`src/rtl/apb_requester_if.sv`:
```
// Command, response and APB requester-side signal bundle for apb_requester.
interface apb_requester_if #(
  parameter int unsigned ADDR_WIDTH = 32,
  parameter int unsigned DATA_WIDTH = 32
);
  localparam int unsigned STRB_WIDTH = DATA_WIDTH / 8;

  logic                  cmd_valid;
  logic                  cmd_ready;
  logic                  cmd_write;
  logic [ADDR_WIDTH-1:0] cmd_addr;
  logic [DATA_WIDTH-1:0] cmd_wdata;
  logic [STRB_WIDTH-1:0] cmd_strb;
  logic [2:0]            cmd_prot;

  logic                  rsp_valid;
  logic                  rsp_ready;
  logic [DATA_WIDTH-1:0] rsp_rdata;
  logic                  rsp_slverr;
  logic                  timeout_pulse;

  logic                  PSEL;
  logic                  PENABLE;
  logic                  PWRITE;
  logic [ADDR_WIDTH-1:0] PADDR;
  logic [DATA_WIDTH-1:0] PWDATA;
  logic [STRB_WIDTH-1:0] PSTRB;
  logic [2:0]            PPROT;
  logic                  PREADY;
  logic [DATA_WIDTH-1:0] PRDATA;
  logic                  PSLVERR;

  modport master (
    input  cmd_valid, cmd_write, cmd_addr, cmd_wdata, cmd_strb, cmd_prot,
    output cmd_ready,
    input  rsp_ready,
    output rsp_valid, rsp_rdata, rsp_slverr, timeout_pulse,
    output PSEL, PENABLE, PWRITE, PADDR, PWDATA, PSTRB, PPROT,
    input  PREADY, PRDATA, PSLVERR
  );

  modport slave (
    output cmd_valid, cmd_write, cmd_addr, cmd_wdata, cmd_strb, cmd_prot,
    input  cmd_ready,
    output rsp_ready,
    input  rsp_valid, rsp_rdata, rsp_slverr, timeout_pulse,
    input  PSEL, PENABLE, PWRITE, PADDR, PWDATA, PSTRB, PPROT,
    output PREADY, PRDATA, PSLVERR
  );
endinterface

```
`src/rtl/apb_requester.sv`:
```
// APB5 requester: one outstanding transfer from a valid/ready command stream,
// completer response returned through a one-entry valid/ready buffer.
module apb_requester #(
  parameter int unsigned ADDR_WIDTH     = 32,
  parameter int unsigned DATA_WIDTH     = 32,
  parameter int unsigned TIMEOUT_CYCLES = 256
) (
  input logic             PCLK,
  input logic             PRESETn,
  apb_requester_if.master bus
);
  localparam int unsigned STRB_WIDTH = DATA_WIDTH / 8;
  localparam int unsigned CNT_WIDTH  = (TIMEOUT_CYCLES == 0) ? 1 : $clog2(TIMEOUT_CYCLES + 1);
  localparam logic [CNT_WIDTH-1:0] CNT_MAX = CNT_WIDTH'(TIMEOUT_CYCLES);
  localparam bit   TIMEOUT_EN = (TIMEOUT_CYCLES != 0);

  typedef enum logic [1:0] {IDLE, SETUP, ACCESS} state_e;

  state_e                state_q,      state_d;
  logic                  psel_q,       psel_d;
  logic                  penable_q,    penable_d;
  logic                  pwrite_q,     pwrite_d;
  logic [ADDR_WIDTH-1:0] paddr_q,      paddr_d;
  logic [DATA_WIDTH-1:0] pwdata_q,     pwdata_d;
  logic [STRB_WIDTH-1:0] pstrb_q,      pstrb_d;
  logic [2:0]            pprot_q,      pprot_d;
  logic                  rsp_valid_q,  rsp_valid_d;
  logic [DATA_WIDTH-1:0] rsp_rdata_q,  rsp_rdata_d;
  logic                  rsp_slverr_q, rsp_slverr_d;
  logic [CNT_WIDTH-1:0]  cnt_q,        cnt_d;
  logic                  timeout_q,    timeout_d;
  logic                  cmd_ready_c;
  logic                  cmd_accept_c;

  // Gated by reset so that every output reads 0 while PRESETn is low
  assign cmd_ready_c  = PRESETn && (state_q == IDLE) && (!rsp_valid_q || bus.rsp_ready);
  assign cmd_accept_c = bus.cmd_valid && cmd_ready_c;

  // Next-state and next-output logic
  always_comb begin
    state_d      = state_q;
    psel_d       = psel_q;
    penable_d    = penable_q;
    pwrite_d     = pwrite_q;
    paddr_d      = paddr_q;
    pwdata_d     = pwdata_q;
    pstrb_d      = pstrb_q;
    pprot_d      = pprot_q;
    rsp_valid_d  = rsp_valid_q;
    rsp_rdata_d  = rsp_rdata_q;
    rsp_slverr_d = rsp_slverr_q;
    cnt_d        = cnt_q;
    timeout_d    = 1'b0;

    if (rsp_valid_q && bus.rsp_ready) rsp_valid_d = 1'b0;

    case (state_q)
      IDLE: begin
        psel_d    = 1'b0;
        penable_d = 1'b0;
        if (cmd_accept_c) begin
          paddr_d  = bus.cmd_addr;
          pwrite_d = bus.cmd_write;
          pwdata_d = bus.cmd_wdata;
          pprot_d  = bus.cmd_prot;
          pstrb_d  = bus.cmd_write ? bus.cmd_strb : '0;
          psel_d   = 1'b1;
          state_d  = SETUP;
        end
      end
      SETUP: begin
        penable_d = 1'b1;
        state_d   = ACCESS;
      end
      ACCESS: begin
        if (bus.PREADY) begin
          rsp_rdata_d  = pwrite_q ? '0 : bus.PRDATA;
          rsp_slverr_d = bus.PSLVERR;
          rsp_valid_d  = 1'b1;
          psel_d       = 1'b0;
          penable_d    = 1'b0;
          cnt_d        = '0;
          state_d      = IDLE;
        end else if (TIMEOUT_EN && (cnt_q != CNT_MAX)) begin
          // Saturates at the threshold, so the pulse fires once per transfer
          cnt_d     = cnt_q + CNT_WIDTH'(1);
          timeout_d = (cnt_d == CNT_MAX);
        end
      end
      default: state_d = IDLE;
    endcase
  end

  always_ff @(posedge PCLK or negedge PRESETn) begin
    if (!PRESETn) begin
      state_q      <= IDLE;
      psel_q       <= 1'b0;
      penable_q    <= 1'b0;
      pwrite_q     <= 1'b0;
      paddr_q      <= '0;
      pwdata_q     <= '0;
      pstrb_q      <= '0;
      pprot_q      <= '0;
      rsp_valid_q  <= 1'b0;
      rsp_rdata_q  <= '0;
      rsp_slverr_q <= 1'b0;
      cnt_q        <= '0;
      timeout_q    <= 1'b0;
    end else begin
      state_q      <= state_d;
      psel_q       <= psel_d;
      penable_q    <= penable_d;
      pwrite_q     <= pwrite_d;
      paddr_q      <= paddr_d;
      pwdata_q     <= pwdata_d;
      pstrb_q      <= pstrb_d;
      pprot_q      <= pprot_d;
      rsp_valid_q  <= rsp_valid_d;
      rsp_rdata_q  <= rsp_rdata_d;
      rsp_slverr_q <= rsp_slverr_d;
      cnt_q        <= cnt_d;
      timeout_q    <= timeout_d;
    end
  end

  assign bus.cmd_ready     = cmd_ready_c;
  assign bus.PSEL          = psel_q;
  assign bus.PENABLE       = penable_q;
  assign bus.PWRITE        = pwrite_q;
  assign bus.PADDR         = paddr_q;
  assign bus.PWDATA        = pwdata_q;
  assign bus.PSTRB         = pstrb_q;
  assign bus.PPROT         = pprot_q;
  assign bus.rsp_valid     = rsp_valid_q;
  assign bus.rsp_rdata     = rsp_rdata_q;
  assign bus.rsp_slverr    = rsp_slverr_q;
  assign bus.timeout_pulse = timeout_q;
endmodule

```
`src/flat_wrapper.sv`:
```
// flat-port wrapper written by rule: the top's interface ports become plain ports
module apb_requester_flat 
#(
  parameter int unsigned ADDR_WIDTH     = 32,
  parameter int unsigned DATA_WIDTH     = 32,
  parameter int unsigned TIMEOUT_CYCLES = 256
)
  (PCLK, PRESETn, bus_cmd_valid, bus_cmd_write, bus_cmd_addr, bus_cmd_wdata, bus_cmd_strb, bus_cmd_prot, bus_cmd_ready, bus_rsp_ready, bus_rsp_valid, bus_rsp_rdata, bus_rsp_slverr, bus_timeout_pulse, bus_PSEL, bus_PENABLE, bus_PWRITE, bus_PADDR, bus_PWDATA, bus_PSTRB, bus_PPROT, bus_PREADY, bus_PRDATA, bus_PSLVERR);
  apb_requester_if #(.ADDR_WIDTH(ADDR_WIDTH), .DATA_WIDTH(DATA_WIDTH)) bus_i ();
  input logic PCLK;
  input logic PRESETn;
  input wire logic [$bits(bus_i.cmd_valid)-1:0] bus_cmd_valid;
  input wire logic [$bits(bus_i.cmd_write)-1:0] bus_cmd_write;
  input wire logic [$bits(bus_i.cmd_addr)-1:0] bus_cmd_addr;
  input wire logic [$bits(bus_i.cmd_wdata)-1:0] bus_cmd_wdata;
  input wire logic [$bits(bus_i.cmd_strb)-1:0] bus_cmd_strb;
  input wire logic [$bits(bus_i.cmd_prot)-1:0] bus_cmd_prot;
  output wire logic [$bits(bus_i.cmd_ready)-1:0] bus_cmd_ready;
  input wire logic [$bits(bus_i.rsp_ready)-1:0] bus_rsp_ready;
  output wire logic [$bits(bus_i.rsp_valid)-1:0] bus_rsp_valid;
  output wire logic [$bits(bus_i.rsp_rdata)-1:0] bus_rsp_rdata;
  output wire logic [$bits(bus_i.rsp_slverr)-1:0] bus_rsp_slverr;
  output wire logic [$bits(bus_i.timeout_pulse)-1:0] bus_timeout_pulse;
  output wire logic [$bits(bus_i.PSEL)-1:0] bus_PSEL;
  output wire logic [$bits(bus_i.PENABLE)-1:0] bus_PENABLE;
  output wire logic [$bits(bus_i.PWRITE)-1:0] bus_PWRITE;
  output wire logic [$bits(bus_i.PADDR)-1:0] bus_PADDR;
  output wire logic [$bits(bus_i.PWDATA)-1:0] bus_PWDATA;
  output wire logic [$bits(bus_i.PSTRB)-1:0] bus_PSTRB;
  output wire logic [$bits(bus_i.PPROT)-1:0] bus_PPROT;
  input wire logic [$bits(bus_i.PREADY)-1:0] bus_PREADY;
  input wire logic [$bits(bus_i.PRDATA)-1:0] bus_PRDATA;
  input wire logic [$bits(bus_i.PSLVERR)-1:0] bus_PSLVERR;
  assign bus_i.cmd_valid = bus_cmd_valid;
  assign bus_i.cmd_write = bus_cmd_write;
  assign bus_i.cmd_addr = bus_cmd_addr;
  assign bus_i.cmd_wdata = bus_cmd_wdata;
  assign bus_i.cmd_strb = bus_cmd_strb;
  assign bus_i.cmd_prot = bus_cmd_prot;
  assign bus_cmd_ready = bus_i.cmd_ready;
  assign bus_i.rsp_ready = bus_rsp_ready;
  assign bus_rsp_valid = bus_i.rsp_valid;
  assign bus_rsp_rdata = bus_i.rsp_rdata;
  assign bus_rsp_slverr = bus_i.rsp_slverr;
  assign bus_timeout_pulse = bus_i.timeout_pulse;
  assign bus_PSEL = bus_i.PSEL;
  assign bus_PENABLE = bus_i.PENABLE;
  assign bus_PWRITE = bus_i.PWRITE;
  assign bus_PADDR = bus_i.PADDR;
  assign bus_PWDATA = bus_i.PWDATA;
  assign bus_PSTRB = bus_i.PSTRB;
  assign bus_PPROT = bus_i.PPROT;
  assign bus_i.PREADY = bus_PREADY;
  assign bus_i.PRDATA = bus_PRDATA;
  assign bus_i.PSLVERR = bus_PSLVERR;
  apb_requester #(.ADDR_WIDTH(ADDR_WIDTH), .DATA_WIDTH(DATA_WIDTH), .TIMEOUT_CYCLES(TIMEOUT_CYCLES)) u_core (.PCLK(PCLK), .PRESETn(PRESETn), .bus(bus_i));
endmodule
```
`config.mk`:
```
export PLATFORM = sky130hd
export DESIGN_NAME = apb_requester_flat
export DESIGN_NICKNAME = d
export VERILOG_FILES = /design/src/rtl/apb_requester_if.sv /design/src/rtl/apb_requester.sv /design/src/flat_wrapper.sv
export SDC_FILE = /design/constraint.sdc
export NUM_CORES = 1
export LEC_CHECK = 0
export BUFFER_PORTS_ARGS = -buffer_cell sky130_fd_sc_hd__clkbuf_2
export CORE_MARGIN = 4
export CORE_UTILIZATION = 42
export DETAILED_ROUTE_END_ITERATION = 8
export GPL_TIMING_DRIVEN = 0
export PLACE_DENSITY = 0.76
export SLEW_MARGIN = 0
export SYNTH_ARGS = -nofsm -noshare
export SYNTH_HDL_FRONTEND = slang
export SYNTH_SLANG_ARGS = --single-unit
```
`constraint.sdc`:
```
create_clock -name PCLK -period 1.9 [get_ports PCLK]
set_clock_uncertainty 0.15 [all_clocks]
set_input_delay 0.285 -clock PCLK [delete_from_list [all_inputs] [get_ports PCLK]]
set_output_delay 0.285 -clock PCLK [all_outputs]
set_load 0.005 [all_outputs]
```
==> results by group, run 1 <==
Worst setup path
  • CP Data Required Time: slightly above 2 ns
  • CP Class: reg -> reg
  • Worst Path Arrival: around 2.1 ns
  • CP Capture Type: flop
  • Startpoint types: flop
  • Crit Path Max Fanout: 7

Pwr
  • LEAKAGE: ~4 nW
  • PwrDens: between 1000 and 1500 nW/um^2
  • Clock share of power: about 33%
  • Combinational share of power: roughly 28%
  • Flop pwr share: about 40%
  • Switching power: roughly 2.8 mW
  • Total Power: between 10 and 15 mW
  • Sw frac: 28.1%
  • Int Pwr: between 7 and 8 mW
  • Worst VDD drop: approximately 0.77 mV

Cells and area
  • Commonest cells after routing, fill and taps aside: 219 x clkbuf_2, 120 x dfrtp_1, 109 x dlygate4sd3_1
  • Design area: about 8000 sq um
  • Multi-input gate area: around 1700 sq um
  • Final non-filler cell total: 891
  • Sequential cell area: 3000 sq um
  • Area growth from synthesis to layout: 66.6%
  • Most common cell after layout, fill and taps aside: clkbuf_2
  • Nets: between 800 and 900
  • Fill cell count: about 740
  • Final Util: between 70 and 80%
  • Layout cells sized above 1: 46.5%

Clocking
  • Clk_lat worst skew: between 0.4 and 0.5 ns
  • CTS tree: done
  • CTS buffer count: 17
  • Clk buf depth: 2
  • Clk sink count: 120
  • H-tree depth: 4
  • Clk slew on worst S/H paths: about 0.050 ns
  • CTS root buffer: clkbuf_16

Place
  • Routability cong.: between 0.7 and 0.8
  • Placed Area: just over 6000 sq um
  • Dpl cells: approximately 740
  • Port bufs: 219
  • HPWL after DPL: a little over 9000 microns

Routing
  • ANT nets after route: 0
  • Initial DRT Pass Iterations: 4
  • Drt total wl: 14800 microns
  • Detailed-route via count: around 4400
  • Drt drc: 0
  • Drt first-iter violations: ~190
  • Routed WL per cell: 16.6 microns
  • Vias per Instance: 4.89

Timing
  • Max-slew violations: 0
  • Final Setup Violations: 5
  • Hold Fails Final Rpt: 0
  • Fmax achieved: 507 MHz
  • Unrepaired setup endpoints after global routing: yes
  • Fin crit period: about 2 ns
  • Worst rel slew slack: 73.7%
  • Period Utilization, post-route: 104%
  • Worst-margin pin slew: 0.395 ns
  • Final WS setup: -0.0735 ns
  • Final hold slack: ~0.021 ns

Floorplanning
  • Die Ht: around 110 microns
  • Die width: 115 microns
  • Ports: 220
  • Initial core utilization: between 40% and 50%
  • Core ar.: around 11000 sq um
  • Rows: 38
  • DIE AREA: about 13000 sq um

Job
  • Max cap viols: 0

Synthesis
  • Yosys top cell area share: between 60% and 70%
  • Synth area leaders: dfrtp_1 63%, mux2_2 16%, o21ai_0 4.7%
  • Syn_nets: between 400 and 500
  • Post-synth cell types: 32
  • Post-Syn Instances: around 380
  • Cell Area, Synth: around 4800 sq um
  • Seq cells post-synth: between 100 and 150
  • Syn avg cell area: ~13 sq um
  • Part of the Yosys area used for sequential elements: roughly 63%
  • Synth area leader: dfrtp_1
  • Synth warnings: 0

Global route
  • Initial antenna violation count: 1
  • Largest net degree at the start of global routing: 42
  • GRT Overall Usage: a little under a quarter
  • Number of global-route vias before repair: between 4000 and 5000
  • First-pass GRT wire length: between 20000 and 25000 microns
  • Global route overflow: 0

Min path
  • Worst min path class: in -> reg

Status
  • Failing checks: negative setup slack
  • Status: finished, violations left
-- flip-flops by register name, summed over array words and instances, names as in the netlist --
register	flops
u_core.bus.PSTRB	4
u_core.bus.rsp_valid	1
u_core.bus.rsp_slverr	1
u_core.bus.PADDR	32
u_core.state_q	2
u_core.cnt_q	9
u_core.bus.rsp_rdata	32
u_core.bus.PWDATA	32
u_core.bus.PSEL	1
u_core.bus.PWRITE	1
u_core.bus.timeout_pulse	1
u_core.bus.PPROT	3
u_core.bus.PENABLE	1
-- critical path: stages, from the launching register on --
cell	delay [ns]
dfrtp_1	0.38
inv_1	0.06
ha_1	0.14
or4bb_4	0.51
o21ai_4	0.26
nor2_1	0.07
a221o_1	0.27
-- power groups by stage --
stage / Clock (mW) / Combinational, mW / Sequential [mW]
floorplan: 0 / 1.04 / 4.01
global placement: 0 / 2.39 / 3.95
detailed placement: 0 / 2.48 / 4.00
CTS: 3.32 / 2.74 / 3.96
global route: 3.46 / 3.06 / 4.10
finish: 3.27 / 2.77 / 3.99
-- per-layer routing --
metal | vias up | global-route usage, % | share of wire (%)
met1 | 2100 | 24.8 | 37
met4 | 0 | 12.4 | 3.8
li1 | 2024 | - | -
met3 | 50 | 7.26 | 7.0
met5 | - | 0 | 0
met2 | 183 | 41.2 | 53
-- synthesized netlist by cell type --
cell type,count
or4bb_4,1
nor3_1,4
a221o_1,2
a21o_1,3
a22o_1,1
dfrtp_1,120
nand3b_1,1
o21a_1,1
nor4_1,1
and3_2,1
a21oi_1,1
o22a_1,1
nand2_1,49
mux2_2,69
nand2b_1,33
nor2_1,5
o31ai_4,1
nand4_1,2
o41ai_1,1
or3_2,1
ha_1,2
nand3_1,2
and2b_2,1
nor3b_1,2
o21ai_4,1
buf_2,11
inv_1,6
and3_1,2
or4_4,1
o21ai_0,45
clkbuf_1,7
a32oi_1,1
-- cell type report --
class,instances,area share (%)
repair buffers,339,29.8
multi-input cells,235,21.4
well taps,140,2.19
clock buffers,25,6.19
flip-flops and latches,120,37.5
diodes,1,0.0313
clock inverters,7,1.44
plain buffers,18,1.17
inverters,6,0.281
-- cell families (layout without fill, tap and decap cells) --
kind of cell,after synthesis,in the layout,share of synthesized area (%)
flops,120,120,62.5
other cells,0,1,0
fa+ha+maj,2,2,0.521
mux,69,69,16.2
compound gates,58,58,7.34
buf+inv,24,395,2.16
simple gates,106,106,11.3
-- what timing repair did --
item                                   4_1_cts  5_1_grt
endpoints found under the hold margin      182        0
resized for setup                            4       11
gates cloned                                 1        0
hold buffers                               113        0
buffers inserted                             5        0
setup endpoints to repair                   67       34
pin swaps                                    5        2
-- metrics by stage --
stage / TNS, ns / setup WS, ns
after floorplan: 0 / 0.00882
after global placement: -345.89 / -2.72
after detailed placement: -34.32 / -0.661
after CTS: -0.150 / -0.0455
after global routing: -0.513 / -0.118
final: -0.256 / -0.0735
-- path summary, 6_finish.rpt --
kind,start,to,slack [ns],cells after the start
setup / recovery,u_core.cnt_q[0]$_DFFE_PN0P_,u_core.cnt_q[5]$_DFFE_PN0P_,-0.07,6
hold / removal,bus_cmd_write,u_core.bus.PWRITE$_DFFE_PN0P_,0.02,2
setup reg to reg,u_core.cnt_q[0]$_DFFE_PN0P_,u_core.cnt_q[5]$_DFFE_PN0P_,-0.07,6
hold reg to reg,u_core.bus.rsp_rdata[24]$_DFFE_PN0P_,u_core.bus.rsp_rdata[24]$_DFFE_PN0P_,0.33,2
max in group asynchronous,PRESETn,u_core.bus.PWDATA[23]$_DFFE_PN0P_,0.81,6
min in group asynchronous,PRESETn,u_core.bus.PADDR[18]$_DFFE_PN0P_,0.44,3
No activity file was read; power rests on OpenSTA's default activity.
==> inputs of run 2 (changes only) <==
--- a/config.mk
+++ b/config.mk
@@ -5,6 +5,7 @@
 export SDC_FILE = /design/constraint.sdc
 export NUM_CORES = 1
 export LEC_CHECK = 0
+export ABC_AREA = 1
 export BUFFER_PORTS_ARGS = -buffer_cell sky130_fd_sc_hd__clkbuf_2
 export CORE_MARGIN = 4
 export CORE_UTILIZATION = 42
==> run 2 against run 1 <==
The flow finishes with violations (negative hold slack). Synthesized cell count up 46%. Via count rose by 16%. Non-clock buffer count fell by 7. Final cell count rose by 18%. Critical endpoint is now bus_cmd_ready. Largest cell class unchanged. Highest routed layer unchanged.
==> results by group, run 2 <==
Timing
  • Worst rel slew slack: 66.0% (-7.7 points)
  • Unrepaired setup endpoints after global routing: no
  • Final Setup Violations: 0 (-5)
  • Final hold slack: -0.317 ns (-0.339 ns)
  • Max-slew violations: 0 (unchanged)
  • Fin crit period: 1.73 ns (-0.247 ns)
  • Period Utilization, post-route: 90.9% (-13 points)
  • Hold Fails Final Rpt: 51 (+51)
  • Fmax achieved: 579 MHz (+14%)
  • Worst-margin pin slew: 0.510 ns (+0.115 ns)

Status
  • Status: finished, violations left
  • Failing checks: negative hold slack

Global route
  • Number of global-route vias before repair: 5295 (+13%)
  • First-pass GRT wire length: 25800 microns (+8.5%)
  • Largest net degree at the start of global routing: 70 (+67%)
  • GRT Overall Usage: 25.2% (+1.9 points)
  • Initial antenna violation count: 0 (-1)
  • Global route overflow: 0 (unchanged)

Synthesis
  • Main flop type after synthesis: dfrtp_1
  • Synth area leader: dfrtp_1
  • Post-synth cell types: 22 (-31%)
  • Post-Synth Adder-Cell Area: 0.519% (-0.0018 points)
  • Mux cell area share after synthesis: 0% (-16 points)
  • Post-synth EDFFs: 0 (unchanged)
  • Async SR Flop Fraction: 100% (unchanged)
  • Synth Area in Compound Gates: 1.19% (-6.1 points)
  • Part of the Yosys area used for sequential elements: 62.3% (-0.21 points)
  • Syn_nets: 667 (+36%)
  • Post-Synth Simple-Gate Area: 31.2% (+20 points)
  • Xor/xnor share of the synthesized area: 0.545% (+0.55 points)
  • Seq cells post-synth: 120 (unchanged)
  • Synth warnings: 0 (unchanged)
  • Count leader, synth: nand2_1
  • Commonest cells post-synth: 313 x nand2_1, 120 x dfrtp_1, 41 x nand3_1
  • Largest family of logic cells by synthesized area: simple AND/OR/NAND/NOR gates
  • Yosys top cell area share: 62.3% (-0.21 points)
  • Synth area leaders: dfrtp_1 62%, nand2_1 24%, nand3_1 4.3%
  • Post-Syn Instances: 555 (+46%)
  • Syn avg cell area: 8.69 sq um (-31%)
  • Cell Area, Synth: 4820 sq um (+0.34%)

Worst setup path
  • Crit Path Max Fanout: 2 (-5)
  • Worst Path Buf+Inv: 3 (+2)
  • Worst path most repeated cell: clkbuf_2
  • Top Family by Delay on Critical Path: buffers and inverters
  • Cell Chain, Critical Path: dlygate4sd3_1, clkbuf_2, nor2_1, nor2_4, clkbuf_2
  • CP Class: in -> out
  • Startpoint types: primary input
  • CP Capture Type: primary output
  • Worst Path Arrival: 1.29 ns (-0.82 ns)
  • CP Data Required Time: 1.46 ns (-0.58 ns)
  • Worst path slowest cell: dlygate4sd3_1
  • Critical Path Max Stage Delay: 0.55 ns (+0.04 ns)

Clocking
  • Clk sink count: 120 (unchanged)
  • CTS buffer count: 17 (unchanged)
  • Buffer count from post-CTS setup fixing: 0 (-5)
  • Clk slew on worst S/H paths: 0.05 ns (about the same)
  • CTS root buffer: clkbuf_16
  • CTS tree: done
  • CTS resizes: 0 (-4)
  • Clk_lat worst skew: 0.40 ns (about the same)
  • H-tree depth: 4 (unchanged)
  • CTS hold repair buffers: 105 (-7.1%)
  • Clk buf depth: 2 (unchanged)

Floorplanning
  • Die width: 115 microns (+0.16%)
  • Die Ht: 115 microns (+0.16%)
  • Rows: 38 (unchanged)
  • Core ar.: 11000 sq um (unchanged)
  • Initial core utilization: 43.7% (+0.15 points)
  • Ports: 220 (unchanged)
  • DIE AREA: 13300 sq um (+0.31%)

Pwr
  • LEAKAGE: 4.40 nW (+11%)
  • Combinational share of power: 26.4% (-1.2 points)
  • Clock share of power: 34.0% (+1.4 points)
  • Flop pwr share: 39.6% (-0.2 points)
  • Total Power: 10.0 mW (-0.17%)
  • Worst VDD drop: 0.958 mV (+24%)
  • Sw frac: 30.4% (+2.3 points)
  • PwrDens: 1280 nW/um^2 (+2.3%)
  • Switching power: 3.05 mW (+8.0%)
  • Int Pwr: 6.97 mW (-3.4%)

Routing
  • ANT nets after route: 0 (unchanged)
  • Detailed-route via count: 5041 (+16%)
  • Drt drc: 0 (unchanged)
  • Drt total wl: 16000 microns (+8.6%)
  • Routed WL per cell: 15.2 microns (-8.2%)
  • Initial DRT Pass Iterations: 6 (+2)
  • Vias per Instance: 4.78 (-2.2%)
  • Drt first-iter violations: 385 (+99%)

Cells and area
  • Fill cell count: 772 (+4.7%)
  • Nets: 1011 (+19%)
  • Area growth from synthesis to layout: 62.0%
  • Most common cell after layout, fill and taps aside: nand2_1
  • Layout cells sized above 1: 30.9% (-16 points)
  • Commonest cells after routing, fill and taps aside: 313 x nand2_1, 218 x clkbuf_2, 120 x dfrtp_1

Place
  • HPWL after DPL: 9920 microns (+9.4%)
  • Routability cong.: 0.858 (+9.3%)
  • Port bufs: 219 (unchanged)

Job
  • Max cap viols: 0 (unchanged)

Min path
  • Worst min path class: in -> async
[run 2: changes by cell type in the layout (fill, tap and decap cells not counted), sizes merged, moves of 13 or more]
cell,previous run,this run
inv,6,19
mux2,69,0
nand2,49,315
nand2b,33,0
nand3,2,41
o21ai,46,10
[run 2: cell families (layout without fill, tap and decap cells)]
| kind of cell | Yosys count | after routing |
|---|---|---|
| AO/OA/AOI/OAI | 11 | 11 |
| XOR/XNOR | 3 | 3 |
| adder cells (fa/ha/maj) | 2 | 2 |
| buffers and inverters | 44 | 401 |
| flip-flops | 120 | 120 |
| other | 0 | 2 |
| AND/OR/NAND/NOR | 375 | 375 |
[run 2: per-stage QoR]
step,utilization [%],area (sq um),setup TNS (ns),worst slack (ns),cells
6_report,70.8,7810,0,0.173,1054
5_1_grt,70.7,7800,0,0.0797,1052
4_1_cts,70.7,7800,0,0.161,1052
3_5_place_dp,55.6,6130,0,0.0634,915
3_3_place_gp,55.2,6090,-311.84,-1.86,914
2_1_floorplan,-,4820,0,0.509,555
[run 2: path summary, 6_finish.rpt]
path	from	end	slack, ns	cells after the start
max	bus_rsp_ready	bus_cmd_ready	0.17	5
min	PRESETn	u_core.bus.rsp_rdata[0]$_DFFE_PN0P_	-0.32	1
max reg2reg	u_core.state_q[0]$_DFFE_PN0P_	u_core.bus.rsp_rdata[24]$_DFFE_PN0P_	0.23	7
min reg2reg	u_core.bus.PADDR[25]$_DFFE_PN0P_	u_core.bus.PADDR[25]$_DFFE_PN0P_	0.32	2
max in group asynchronous	PRESETn	u_core.bus.PADDR[23]$_DFFE_PN0P_	1.24	2
min in group PCLK	bus_cmd_write	u_core.bus.PSTRB[0]$_DFFE_PN0P_	0.06	5
[run 2: per-layer routing]
| layer | up-vias | track usage [%] | wire length [microns] |
|---|---|---|---|
| met2 | 248 | 41.6 | 7870 |
| met3 | 55 | 8.37 | 1330 |
| li1 | 2396 | - | - |
| met4 | 0 | 15.3 | 688 |
| met5 | - | 0 | 0 |
| met1 | 2342 | 28.4 | 6160 |
[run 2: power by group through the flow]
stage / sequential (mW) / clock, mW / combinational, mW
after floorplan: 3.99 / 0 / 0.994
after global placement: 3.94 / 0 / 2.36
after detailed placement: 3.94 / 0 / 2.44
after CTS: 3.93 / 3.45 / 2.61
after global routing: 4.08 / 3.58 / 2.96
final: 3.97 / 3.41 / 2.64
[run 2: cell type report]
class                   instances  area [sq um]  area share, %
diodes                          2          5.00         0.0641
plain buffers                  25           133           1.70
clock buffers                  24           482           6.17
clock inverters                 8           143           1.83
inverters                      19          71.3          0.913
multi-input cells             391          1610           20.7
flip-flops and latches        120          3000           38.5
well taps                     140           175           2.24
repair buffers                325          2180           28.0
